$ cat src/rtl/dcnn_s0_ldctl.sv
`timescale 1ns/1ps
// dcnn_s0_ldctl: stage-0 core-side load sequencer.
// Drains weight stream 0, then feature stream 1, once per pass, and merges the
// words onto a single tagged output stream through one output register.
// Ports:
//   clk, arst_n           core clock, asynchronous active-low reset
//   cfg_start/kwords/
//   fwords/npass          layer configuration, latched on an accepted start
//   abort                 synchronous abort of the current layer
//   busy, done            layer in progress / one-cycle completion pulse
//   in0_*                 weight input stream (valid/ready/data)
//   in1_*                 feature input stream (valid/ready/data)
//   out_*                 merged output stream with weight/last/pass-last tags
module dcnn_s0_ldctl #(
  parameter int unsigned DW = 32,
  parameter int unsigned CW = 16,
  parameter int unsigned PW = 8
) (
  input  logic          clk,
  input  logic          arst_n,
  input  logic          cfg_start,
  input  logic [CW-1:0] cfg_kwords,
  input  logic [CW-1:0] cfg_fwords,
  input  logic [PW-1:0] cfg_npass,
  input  logic          abort,
  output logic          busy,
  output logic          done,
  input  logic          in0_vld,
  output logic          in0_rdy,
  input  logic [DW-1:0] in0_data,
  input  logic          in1_vld,
  output logic          in1_rdy,
  input  logic [DW-1:0] in1_data,
  output logic          out_vld,
  input  logic          out_rdy,
  output logic [DW-1:0] out_data,
  output logic          out_is_w,
  output logic          out_last,
  output logic          out_pass_last
);

  typedef enum logic [1:0] {StIdle, StLdW, StLdF, StFlush} state_e;

  state_e        state_q, state_d;
  logic [CW-1:0] kwords_q, kwords_d;
  logic [CW-1:0] fwords_q, fwords_d;
  logic [PW-1:0] npass_q, npass_d;
  logic [CW-1:0] wcnt_q, wcnt_d;
  logic [PW-1:0] pcnt_q, pcnt_d;
  logic          out_vld_q, out_vld_d;
  logic [DW-1:0] out_data_q, out_data_d;
  logic          out_is_w_q, out_is_w_d;
  logic          out_last_q, out_last_d;
  logic          out_pass_last_q, out_pass_last_d;
  logic          done_q, done_d;

  logic ld;
  logic hs0, hs1;
  logic w_end, f_end, p_end;

  // The output register can take a new word when empty or draining this cycle.
  assign ld      = !out_vld_q || out_rdy;
  assign in0_rdy = (state_q == StLdW) && ld;
  assign in1_rdy = (state_q == StLdF) && ld;
  assign hs0     = in0_vld && in0_rdy;
  assign hs1     = in1_vld && in1_rdy;

  assign w_end = (wcnt_q + CW'(1)) == kwords_q;
  assign f_end = (wcnt_q + CW'(1)) == fwords_q;
  assign p_end = (pcnt_q + PW'(1)) == npass_q;

  always_comb begin
    state_d         = state_q;
    kwords_d        = kwords_q;
    fwords_d        = fwords_q;
    npass_d         = npass_q;
    wcnt_d          = wcnt_q;
    pcnt_d          = pcnt_q;
    out_vld_d       = out_vld_q;
    out_data_d      = out_data_q;
    out_is_w_d      = out_is_w_q;
    out_last_d      = out_last_q;
    out_pass_last_d = out_pass_last_q;
    done_d          = 1'b0;

    // Drain; a load below overrides this.
    if (out_vld_q && out_rdy) begin
      out_vld_d = 1'b0;
    end

    unique case (state_q)
      StIdle: begin
        if (cfg_start) begin
          kwords_d = cfg_kwords;
          fwords_d = cfg_fwords;
          npass_d  = cfg_npass;
          wcnt_d   = '0;
          pcnt_d   = '0;
          if ((cfg_npass == '0) || ((cfg_kwords == '0) && (cfg_fwords == '0))) begin
            state_d = StFlush;
          end else if (cfg_kwords != '0) begin
            state_d = StLdW;
          end else begin
            state_d = StLdF;
          end
        end
      end

      StLdW: begin
        if (hs0) begin
          out_vld_d       = 1'b1;
          out_data_d      = in0_data;
          out_is_w_d      = 1'b1;
          out_last_d      = w_end;
          out_pass_last_d = 1'b0;
          if (w_end) begin
            wcnt_d = '0;
            if (fwords_q != '0) begin
              state_d = StLdF;
            end else begin
              // Weight-only layer: the weight phase closes the pass.
              pcnt_d = pcnt_q + PW'(1);
              if (p_end) begin
                state_d         = StFlush;
                out_pass_last_d = 1'b1;
              end
            end
          end else begin
            wcnt_d = wcnt_q + CW'(1);
          end
        end
      end

      StLdF: begin
        if (hs1) begin
          out_vld_d       = 1'b1;
          out_data_d      = in1_data;
          out_is_w_d      = 1'b0;
          out_last_d      = f_end;
          out_pass_last_d = 1'b0;
          if (f_end) begin
            wcnt_d = '0;
            pcnt_d = pcnt_q + PW'(1);
            if (p_end) begin
              state_d         = StFlush;
              out_pass_last_d = 1'b1;
            end else if (kwords_q != '0) begin
              state_d = StLdW;
            end else begin
              state_d = StLdF;
            end
          end else begin
            wcnt_d = wcnt_q + CW'(1);
          end
        end
      end

      StFlush: begin
        // Only the pass-last word can still be pending here.
        if (!out_vld_q || (out_vld_q && out_rdy && out_pass_last_q)) begin
          done_d  = 1'b1;
          state_d = StIdle;
        end
      end

      default: state_d = StIdle;
    endcase

    if (abort) begin
      state_d   = StIdle;
      out_vld_d = 1'b0;
      wcnt_d    = '0;
      pcnt_d    = '0;
      done_d    = 1'b0;
    end
  end

  always_ff @(posedge clk or negedge arst_n) begin
    if (!arst_n) begin
      state_q         <= StIdle;
      kwords_q        <= '0;
      fwords_q        <= '0;
      npass_q         <= '0;
      wcnt_q          <= '0;
      pcnt_q          <= '0;
      out_vld_q       <= 1'b0;
      out_data_q      <= '0;
      out_is_w_q      <= 1'b0;
      out_last_q      <= 1'b0;
      out_pass_last_q <= 1'b0;
      done_q          <= 1'b0;
    end else begin
      state_q         <= state_d;
      kwords_q        <= kwords_d;
      fwords_q        <= fwords_d;
      npass_q         <= npass_d;
      wcnt_q          <= wcnt_d;
      pcnt_q          <= pcnt_d;
      out_vld_q       <= out_vld_d;
      out_data_q      <= out_data_d;
      out_is_w_q      <= out_is_w_d;
      out_last_q      <= out_last_d;
      out_pass_last_q <= out_pass_last_d;
      done_q          <= done_d;
    end
  end

  assign busy          = (state_q != StIdle);
  assign done          = done_q;
  assign out_vld       = out_vld_q;
  assign out_data      = out_data_q;
  assign out_is_w      = out_is_w_q;
  assign out_last      = out_last_q;
  assign out_pass_last = out_pass_last_q;

endmodule

$ cat config.mk
export PLATFORM = sky130hd
export DESIGN_NAME = dcnn_s0_ldctl
export DESIGN_NICKNAME = d
export VERILOG_FILES = /design/src/rtl/dcnn_s0_ldctl.sv
export SDC_FILE = /design/constraint.sdc
export NUM_CORES = 1
export LEC_CHECK = 0
export CORE_MARGIN = 2
export CORE_UTILIZATION = 47
export CTS_BUF_LIST = sky130_fd_sc_hd__clkbuf_4
export DETAILED_ROUTE_END_ITERATION = 10
export PLACE_DENSITY_LB_ADDON = 0.2
export SYNTH_ARGS = -nofsm -noshare
export SYNTH_HDL_FRONTEND = slang
export SYNTH_SLANG_ARGS = --single-unit
$ cat constraint.sdc
create_clock -name clk -period 2.95 [get_ports clk]
set_input_delay 0.59 -clock clk [delete_from_list [all_inputs] [get_ports clk]]
set_output_delay 0.59 -clock clk [all_outputs]
set_load 0.01 [all_outputs]
# Word-level counts from Yosys, hierarchy flattened
# Cells that the tools add are included.
# Widths: inputs -> output; s select.
[totals]
reg_bits = 103
input_bits = 111
out_inout_bits = 40
wordCells = 109
[op_classes]
add_sub_neg = 2
eq_ne = 16
n_mux = 53
reduce_logical = 26
[op_table]
columns = ["op", "count"]
rows = [
  ["$mux 16", 6],
  ["$mux 32", 2],
  ["$pmux 32 s2", 1],
  ["$mux 8", 7],
  ["$pmux 16 s3", 1],
  ["$reduce_bool 16->1", 3],
  ["$eq 16x16->1", 2],
  ["$logic_not 16->1", 2],
  ["$mux 2", 13],
  ["$pmux 8 s3", 1],
  ["$ne 3x3->1 const B", 7],
  ["$mux 1", 17],
  ["$add 16x1->16 const B", 1],
  ["$reduce_and 7->1", 2],
  ["$add 8x1->8 const B", 1],
  ["$eq 8x8->1", 1],
  ["$logic_not 8->1", 1],
  ["$pmux 1 s2", 4],
  ["$pmux 2 s4", 1],
  ["$logic_and 1x1->1", 7],
  ["$eq 2x2->1 const B", 2],
  ["$ne 2x2->1 const B", 2],
  ["$ne 4x3->1 const B", 1],
  ["$reduce_and 4->1", 1],
  ["8 further kinds", 11],
]

# Logic depth before layout (Yosys ltp)
# Gate-level depths: netlist of the first run.
[logic_depth]
depth_word = 8
mapped_depth = 12
depth_no_buf = 9

# Worst setup path before layout of the first run
# Ideal clock, no wire load.
[synth_timing]
path_type = "register to register"
startpoint = "register wcnt_q[1]"
endpoint = "register pcnt_q[6]"
setup_ns = 0.127
arrival_ns = 3.085
required_time_ns = 2.823
setup_slack_ns = -0.262
stages_incl_launch_ff = 13
n_path_buf = 3
period_less_slack_ns = 3.212
cell_sequence = "dfrtp_1 -> ha_1 -> buf_2 -> and4_1 -> clkbuf_1 -> and3_1 -> a211oi_1 -> nand4_1 -> or4_4 -> o31ai_4 -> and3_1 -> buf_6 -> mux2_1"
[synth_via]
elab_chain_len = 4
word_cells_on_any_way = 6
classes_between = "1 x add/sub; 4 x eq/ne; 1 x reduce/logical"
[synth_lines]
columns = ["item", "line_no", "text"]
rows = [
  ["from (decl)", "48", "logic [CW-1:0] wcnt_q, wcnt_d;"],
  ["from (signal assigned)", "197", "wcnt_q <= wcnt_d;"],
  ["$add 16x1->16 *", "68, 69", ""],
  ["$eq 16x16->1, on equally long branches", "69, 68", ""],
  ["$ne 3x3->1 (no line)", "--", ""],
  ["$reduce_and 7->1 (no line) *", "--", ""],
  ["to (signal assigned)", "198", "pcnt_q <= pcnt_d;"],
  ["to (decl)", "49", "logic [PW-1:0] pcnt_q, pcnt_d;"],
]
# Every way passes the cells marked *; elsewhere a longest branch is shown, timed or not.
# A chain may end at the register's enable or synchronous reset.

# Worst setup path after layout of the first run
[layout_timing]
startpoint = "register wcnt_q[0]"
endpoint = "register pcnt_q[6]"
# The elaborated chain is that of the path after synthesis.

==> results of run 1 <==
-- per-layer routing --
layer,GRT usage (%),vias up,part of all wire (%)
li1,-,2774,-
met1,36.2,2889,42
met2,44.5,232,47
met3,9.22,42,8.0
met4,8.38,0,2.6
met5,0,-,0
-- repair_timing --
action,4_1_cts,5_1_grt
gates resized for setup,3,25
cloned,0,1
setup buffers,0,7
endpoints found under the setup margin,19,24
pin swaps,0,7
-- cell type report --
cell class,instances,area share (%)
clock buffers,10,0.858
well taps,176,2.52
flip-flops and latches,103,29.5
multi-input cells,479,41.6
inverters,10,0.429
clock inverters,6,0.501
repair buffers,227,24.5
-- final timing paths --
path	from	endpoint	slack, ns	depth (start not counted)
max	wcnt_q[0]	pcnt_q[6]	0.008	9
min	arst_n	wcnt_q[4]	0.08	1
max reg2reg	wcnt_q[0]	pcnt_q[6]	0.008	9
min reg2reg	out_data[15]	out_data[15]	0.50	2
max in group asynchronous	arst_n	out_data[0]	2.15	2
min in group clk	out_data[15]	out_data[15]	0.50	2
-- registers in the layout (all words and copies together), names as in the netlist, 2 cells and up --
register	flops
fwords_q	16
kwords_q	16
npass_q	8
out_data	32
pcnt_q	8
state_q	2
wcnt_q	16
-- report_power, final --
part           switching, W  internal, W
sequential         0.000491      0.00191
combinational       0.00148      0.00159
clock              0.000515     0.000187
-- logic make-up after synthesis --
logic type	count (synthesis)	synth area share (%)
buf+inv	58	4.16
fa+ha+maj	6	1.19
xor+xnor	33	5.03
flops	103	40.8
compound gates	149	16.5
mux	79	13.4
simple gates	211	19.0
-- metrics by stage --
stage          setup WS [ns]  instance area (sq um)  cells  hold slack [ns]  TNS, ns
5_1_grt               -0.114                   8750   1011           0.0902    -1.19
6_report             0.00828                   8750   1011           0.0762        0
4_1_cts              0.00107                   8560   1003           0.0759        0
2_1_floorplan         -0.110                   6350    639            0.294   -0.110
3_5_place_dp         -0.0341                   8420    987            0.469   -0.310
3_3_place_gp         -0.0412                   8420    987            0.462   -0.337
-- worst reg2reg max path, stage by stage, from the launching register on --
cell,delay [ns]
dfrtp_1,0.45
ha_4,0.18
nand4_4,0.16
or4_4,0.55
nand3_2,0.08
o2111ai_2,0.11
or4_4,0.58
o31ai_4,0.22
and3_4,0.24
mux2_4,0.29
-- layout by cell type, fill, tap and decap left out, drive strengths merged, types with 15 or more instances in the layout --
cell type      Yosys  final
dfrtp            103    103
clkdlybuf4s50      0    149
a21oi             15     15
a21o              17     17
nor4              26     26
mux2              43     43
buf               21     78
a221oi            15     15
o21ai             47     47
mux2i             36     36
xnor2             19     19
nand2             71     71
nand3             18     19
nand4             16     16
==> flow_metrics.tcl, run 1 <==
set metrics [dict create \
    status "finished clean" \
    finalPower_w 0.00618 \
    synth_seq_area_share_pct 40.8 \
    drt_iter0_markers 383 \
    synthesis.area_sq_um 6320 \
    critPathMaxStageDelay_ns 0.58 \
    fin_crit_sh_pct 99.7 \
    totalWireLength_mm 19.4 \
    ctsHoldBuffers 0 \
    crit_path_end_kind "flip-flop" \
    synth_flop_cell "dfrtp_1" \
    drv_cap 0 \
    initial_core_util_pct 47.9 \
    areaGrowthSynthToFinish_pct 38.4 \
    final.min_clock_period_ns 2.94 \
    multiInputGateArea_sq_um 3640 \
    required_ns 3.37 \
    cts_root_buf "clkbuf_4" \
    start_kind "flip-flop" \
    avgSynthCellArea_sq_um 9.89 \
    synth_commonest_cells "dfrtp_1 (103), nand2_1 (69), o21ai_0 (46), mux2_2 (42), mux2i_1 (36)" \
    rsz0062_at_grt "yes" \
    clock_path_buffers 2 \
    avgRoutedWirePerCell_microns 19.2 \
    powerDensity_nw_per_um2 706 \
    fillers 1048 \
    drtPass1Iterations 5 \
    skew_ns 0.0193 \
    crit_family "simple AND/OR/NAND/NOR gates" \
    yosysMostFrequentCell "dfrtp_1" \
    overflow 0 \
    die_x_microns 120 \
    slew_headroom_pct 55.9 \
    yosysTopAreaCellShare_pct 40.8 \
    dieArea_sq_um 14400 \
    final_antenna_net_count 0 \
    place.gp.congestion 0.988 \
    crit_type "reg -> reg" \
    ys_warn_count 0 \
    utilization_pct 66.3 \
    grt_pass1_vias 6109 \
    regArea_sq_um 2580 \
    synth-edff-count 0 \
    diodes 0 \
    rows 42 \
    grt_util_all_layers_pct 28.0 \
    power.leakage_nw 3.58 \
    hold_violations 0 \
    ys_top_cells_by_area "dfrtp_1 (41%), mux2_2 (7.5%), mux2i_1 (5.7%)" \
    vias 5937 \
    synth_top_cell_by_area "dfrtp_1" \
    insertion_delay_ns 0.51 \
    io_buffers 150 \
    synth.distinct_cells 73 \
    syn-num-nets 756 \
    async_reset_ff_share_pct 100 \
    io_pins 151 \
    worstMarginPinSlew_ns 0.662 \
    drive_gt1_share_pct 21.0 \
    grt_pass1_wl_mm 31.6 \
    cp_num_buf_inv 0 \
    synth_seq_cells 103 \
    arrival_ns 3.37 \
    hp-class "in -> async" \
    tritoncts "built" \
    synthCells 639 \
    numClockSinks 103 \
    setup_viol 0 \
    critPathMaxFanout 7 \
    viasPerCell 5.87 \
    antenna_found_initial 0 \
    cts_made_buffers 9 \
    crit_slowest_cell "or4_4" \
    num-nets-final 947 \
    crit_chain "ha_4 > nand4_4 > or4_4 > nand3_2 > o2111ai_2 > or4_4 > o31ai_4 > and3_4 > mux2_4" \
    drc 0 \
    die_y_microns 120 \
    core-area_sq_um 13200 \
    fmax_mhz 340 \
    ir_drop_mv 0.463 \
    report.final.slew_viol_count 0 \
    htreeDepth 3 \
    clkSlewWorstSetupHoldPaths_ns 0.17 \
    grt_max_degree 54 \
    crit_top_cell "or4_4" \
    hpwl_mm 14.7 \
]
Note: power is estimated with default switching activity, not from simulation.
==> run 2, diff against run 1 <==
SETUP_SLACK_MARGIN = 0.05   (was unset)
==> run 2 against run 1 <==
Non-clock buffer count grew 5. Maximum frequency hardly changed. Highest routed layer unchanged. Critical endpoint is now wcnt_q[12]. Largest cell class unchanged. Via count is 0.76% higher. Design area up 1.9%. Worst hold slack got worse by 0.0075 ns.
==> flow_metrics.tcl, run 2 (synthesis results as in run 1) <==
set metrics [dict create \
    hpwl_mm 14.7 \
    fmax_mhz 340 \
    hold_violations 0 \
    fin_crit_sh_pct 99.7 \
    ir_drop_mv 0.461 \
    dp.cells 987 \
    io_buffers 150 \
    vias 5982 \
    power.leakage_nw 3.61 \
    layout_commonest_cell "clkdlybuf4s50_1" \
    clock_path_buffers 2 \
    worstMarginPinSlew_ns 0.665 \
    top_layer "met4" \
    viasPerCell 5.88 \
    rows 42 \
    grt_pass1_wl_mm 31.8 \
    route.met3.wl_mm 1.58 \
    powerDensity_nw_per_um2 703 \
    crit_path_end "wcnt_q[12]" \
    r2r_cells 13 \
    pwr-share-clk_pct 11.2 \
    timing.rr.end "wcnt_q[12]" \
    tritoncts "built" \
    cp-startpoint "wcnt_q[0]" \
    die_x_microns 120 \
    skew_ns 0.0197 \
    drv_cap 0 \
    core-area_sq_um 13200 \
    htreeDepth 3 \
    stdcell_count 1017 \
    internal_power_w 0.00374 \
    arrival_ns 3.41 \
    grt_pass1_vias 6162 \
    reg2reg_slack_ns 0.007 \
    final.min_clock_period_ns 2.94 \
    cts_root_buf "clkbuf_4" \
    antenna_found_initial 0 \
    ctsHoldBuffers 0 \
    drive_gt1_share_pct 23.1 \
    clkSlewWorstSetupHoldPaths_ns 0.16 \
    crit_type "reg -> reg" \
    place.gp.congestion 0.988 \
    largest_register_ffs 32 \
    final_antenna_net_count 0 \
    status "finished clean" \
    p_sw_w 0.00253 \
    r2r_start "wcnt_q[0]" \
    overflow 0 \
    drt_iter0_markers 395 \
    drtPass1Iterations 5 \
    report.final.slew_viol_count 0 \
    slew_headroom_pct 55.7 \
    crit_path_end_kind "flip-flop" \
    wl_met2_mm 9.33 \
    layout_common_cells "clkdlybuf4s50_1 (149), dfrtp_1 (97), nand2_1 (68)" \
    hp-class "in -> async" \
    drc 0 \
    io_pins 151 \
    switching_share_pct 40.4 \
    avgRoutedWirePerCell_microns 19.4 \
    rsz0062_at_grt "yes" \
    dieArea_sq_um 14400 \
    initial_core_util_pct 47.9 \
    required_ns 3.42 \
    die_y_microns 120 \
    grt_util_all_layers_pct 28.2 \
    setup_viol 0 \
    areaGrowthSynthToFinish_pct 41.0 \
    utilization_pct 67.5 \
    drt-met1-wl_mm 8.35 \
    grt_max_degree 54 \
    cts_made_buffers 9 \
    totalWireLength_mm 19.7 \
    insertion_delay_ns 0.52 \
    critPathMaxFanout 8 \
    num-nets-final 952 \
    combPwrFrac_pct 50.4 \
    start_kind "flip-flop" \
    p_seq_share_pct 38.3 \
    numClockSinks 103 \
]
## run 2: cell types whose count changed in the layout (fill, tap and decap cells not counted), sizes merged
cell | previous run | this run
clkbuf | 10 | 11
diode | 0 | 1
buf | 78 | 82
## run 2: worst min path at each step
stage	endpoint	cells after the start	from
after floorplan	done	0	arst_n
after global placement	out_data[13]	2	out_data[13]
after detailed placement	out_data[15]	2	out_data[15]
after CTS	wcnt_q[4]	1	arst_n
after global routing	wcnt_q[4]	1	arst_n
final	wcnt_q[4]	1	arst_n
## run 2: layer usage
| layer | GRT usage, % | vias to the layer above |
|---|---|---|
| met1 | 36.6 | 2908 |
| met2 | 45.2 | 256 |
| met5 | 0 | - |
| met4 | 8.75 | 0 |
| li1 | - | 2778 |
| met3 | 8.37 | 40 |
## run 2: power groups by stage
stage | combinational, W | sequential (W) | clock (W)
after floorplan | 0.00164 | 0.00237 | 0
after global placement | 0.00290 | 0.00238 | 0
after detailed placement | 0.00296 | 0.00242 | 0
after CTS | 0.00300 | 0.00239 | 0.000726
after global routing | 0.00344 | 0.00247 | 0.000783
final | 0.00316 | 0.00240 | 0.000705
## run 2: critical path: stages, from the launching register on
cell and delay (ns):
dfrtp_1 0.44, buf_6 0.18, nand3_2 0.17, buf_4 0.19, buf_4 0.15, nor4_2 0.31, nand4b_1 0.20, a31oi_1 0.21
or4_4 0.19, o21ai_2 0.07, buf_6 0.16, buf_12 0.14, a221oi_1 0.35, a21o_1 0.13
## run 2: per-stage QoR
stage          TNS (ns)  worst slack, ns  total power, W  cell area [sq um]  hold WS (ns)
2_1_floorplan    -0.110           -0.110         0.00401               6350         0.294
5_1_grt          -0.636          -0.0948         0.00669               8910        0.0882
4_1_cts               0           0.0447         0.00612               8620        0.0759
6_report              0          0.00748         0.00627               8910        0.0687
3_3_place_gp     -0.337          -0.0412         0.00528               8420         0.462
3_5_place_dp     -0.310          -0.0341         0.00538               8420         0.469
## run 2: timing repair
item | 4_1_cts | 5_1_grt
pin swaps | 1 | 14
cloned | 0 | 2
gates resized for setup | 13 | 43
setup buffers | 3 | 8
setup endpoints to repair | 23 | 24
## run 2: cell type report
cell class                      count  area (sq um)
Fill cell                        1021          4280
Multi-Input combinational cell    479          3710
Sequential cell                   103          2580
Timing Repair Buffer              232          2230
Tap cell                          176           220
Clock buffer                       10          75.1
Clock inverter                      6          43.8
Inverter                           10          37.5
Antenna cell                        1          2.50
==> run 3, diff against run 2 <==
SETUP_SLACK_MARGIN = 0.4   (was 0.05)
==> run 3 against run 2 <==
The run now ends with negative setup slack left. Final cell count up 3.3%. Register-to-register slack got worse by 0.06 ns. Combinational power increased by 5%. Critical path depth fell by 1. Critical endpoint is now pcnt_q[0]. Wire length rose by 5.7%. Clock skew increased by 0.0099 ns.
==> flow_metrics.tcl, run 3 (synthesis results as in run 1) <==
set metrics [dict create \
    drive_gt1_share_pct 28.5 \
    report.final.slew_viol_count 0 \
    timing.rr.end "pcnt_q[0]" \
    p_sw_w 0.00260 \
    power.leakage_nw 3.92 \
    die_y_microns 120 \
    layout_common_cells "clkdlybuf4s50_1 (147), dfrtp_1 (96), buf_4 (94)" \
    fmax_mhz 333 \
    grt_util_all_layers_pct 28.5 \
    place.gp.congestion 0.881 \
    dieArea_sq_um 14400 \
    finalWorstSetupSlack_ns -0.0533 \
    fin_crit_sh_pct 102 \
    pwr-share-clk_pct 11.6 \
    failed_checks "negative setup slack" \
    grt_pass1_wl_mm 32.0 \
    core-area_sq_um 13200 \
    hpwl_mm 15.0 \
    drc 0 \
    antenna_found_initial 0 \
    crit_path_end_kind "flip-flop" \
    drt_iter0_markers 452 \
    vias 6161 \
    r2r_cells 12 \
    clkSlewWorstSetupHoldPaths_ns 0.16 \
    skew_ns 0.0296 \
    io_buffers 150 \
    worstMarginPinSlew_ns 0.777 \
    insertion_delay_ns 0.50 \
    status "finished, violations left" \
    switching_share_pct 40.1 \
    p_seq_share_pct 37.2 \
    whs_path_depth 2 \
    reg2reg_slack_ns -0.05 \
    cts_made_buffers 9 \
    diodes 0 \
    hold_violations 0 \
    drv_cap 0 \
    rows 42 \
    tritoncts "built" \
    numClockSinks 103 \
    combPwrFrac_pct 51.2 \
    required_ns 3.36 \
    rsz0062_at_grt "yes" \
    slew_headroom_pct 48.0 \
    die_x_microns 120 \
    num-nets-final 988 \
    viasPerCell 5.86 \
    drtPass1Iterations 5 \
    overflow 0 \
    cts_root_buf "clkbuf_4" \
    tns_ns -0.206 \
    initial_core_util_pct 47.9 \
    hp-class "reg -> reg" \
    powerDensity_nw_per_um2 689 \
    holdCritStartpoint "out_data[26]" \
    utilization_pct 71.3 \
    start_kind "flip-flop" \
    whs_endpoint "out_data[26]" \
    layout_commonest_cell "clkdlybuf4s50_1" \
    r2r_start "wcnt_q[1]" \
    avgRoutedWirePerCell_microns 19.8 \
    totalWireLength_mm 20.8 \
    final_antenna_net_count 0 \
    grt_max_degree 50 \
    grt_pass1_vias 6064 \
    arrival_ns 3.42 \
    crit_type "reg -> reg" \
    htreeDepth 3 \
    setup_viol 8 \
    critPathMaxFanout 6 \
    clock_path_buffers 2 \
    final.min_clock_period_ns 3.00 \
    internal_power_w 0.00388 \
    io_pins 151 \
    areaGrowthSynthToFinish_pct 48.9 \
    largest_register_ffs 32 \
    ir_drop_mv 0.475 \
]
## run 3: changes by cell type in the layout (fill, tap and decap cells not counted), sizes merged, moves of 2 or more
cell	delta
clkinv	+2
clkinvlp	-2
buf	+36
clkdlybuf4s50	-2
## run 3: cell type report
class / instances / area [sq um]
repair buffers: 269 / 2540
multi-input cells: 478 / 3890
well taps: 176 / 220
fillers: 1015 / 3780
inverters: 10 / 37.5
flip-flops and latches: 103 / 2590
clock inverters: 6 / 60.1
clock buffers: 9 / 67.6
## run 3: worst max-delay path by stage
stage	end	start	slack, ns
final	pcnt_q[0]	wcnt_q[1]	-0.05
after CTS	state_q[0]	wcnt_q[0]	0.008
after global routing	pcnt_q[0]	wcnt_q[1]	-0.15
after global placement	pcnt_q[2]	wcnt_q[9]	-0.19
after floorplan	pcnt_q[6]	wcnt_q[1]	-0.11
after detailed placement	pcnt_q[0]	wcnt_q[9]	-0.17
## run 3: layer usage
layer | routed length, microns | vias to the layer above | part of all wire, % | GRT usage, %
met3 | 1440 | 48 | 6.9 | 5.32
met1 | 8880 | 2988 | 43 | 38.2
met4 | 688 | 0 | 3.3 | 11.0
met2 | 9810 | 271 | 47 | 45.6
met5 | 0 | - | 0 | 0
li1 | - | 2854 | - | -
## run 3: critical path: stages, from the launching register on
cell      delay, ns
dfrtp_1        0.43
buf_6          0.12
ha_4           0.16
and4_4         0.17
buf_6          0.12
and3_4         0.14
a211oi_2       0.24
nand4_1        0.12
or4_4          0.59
o31ai_4        0.26
and3_4         0.24
buf_6          0.12
mux2i_1        0.20
## run 3: power groups by stage
| stage | sequential (W) | combinational (W) | clock [W] |
|---|---|---|---|
| 2_1_floorplan | 0.00237 | 0.00164 | 0 |
| 3_3_place_gp | 0.00238 | 0.00289 | 0 |
| 3_5_place_dp | 0.00241 | 0.00295 | 0 |
| 4_1_cts | 0.00239 | 0.00306 | 0.000763 |
| 5_1_grt | 0.00247 | 0.00357 | 0.000819 |
| 6_report | 0.00241 | 0.00332 | 0.000751 |
## run 3: what timing repair did
action	4_1_cts	5_1_grt
cloned	0	1
hold buffers	1	0
pin swaps	13	36
setup buffers	31	19
hold endpoints to repair	24	0
resized for setup	31	67
setup endpoints to repair	30	30
## run 3: metrics by stage
stage | hold slack, ns | instances | setup WS, ns | area, sq um | total power, W
global placement | 0.463 | 984 | -0.192 | 8400 | 0.00527
floorplan | 0.294 | 639 | -0.109 | 6360 | 0.00401
CTS | 0.507 | 1031 | 0.00847 | 8900 | 0.00621
finish | 0.500 | 1051 | -0.0533 | 9410 | 0.00648
global route | 0.520 | 1051 | -0.145 | 9410 | 0.00686
detailed placement | 0.473 | 984 | -0.173 | 8400 | 0.00536
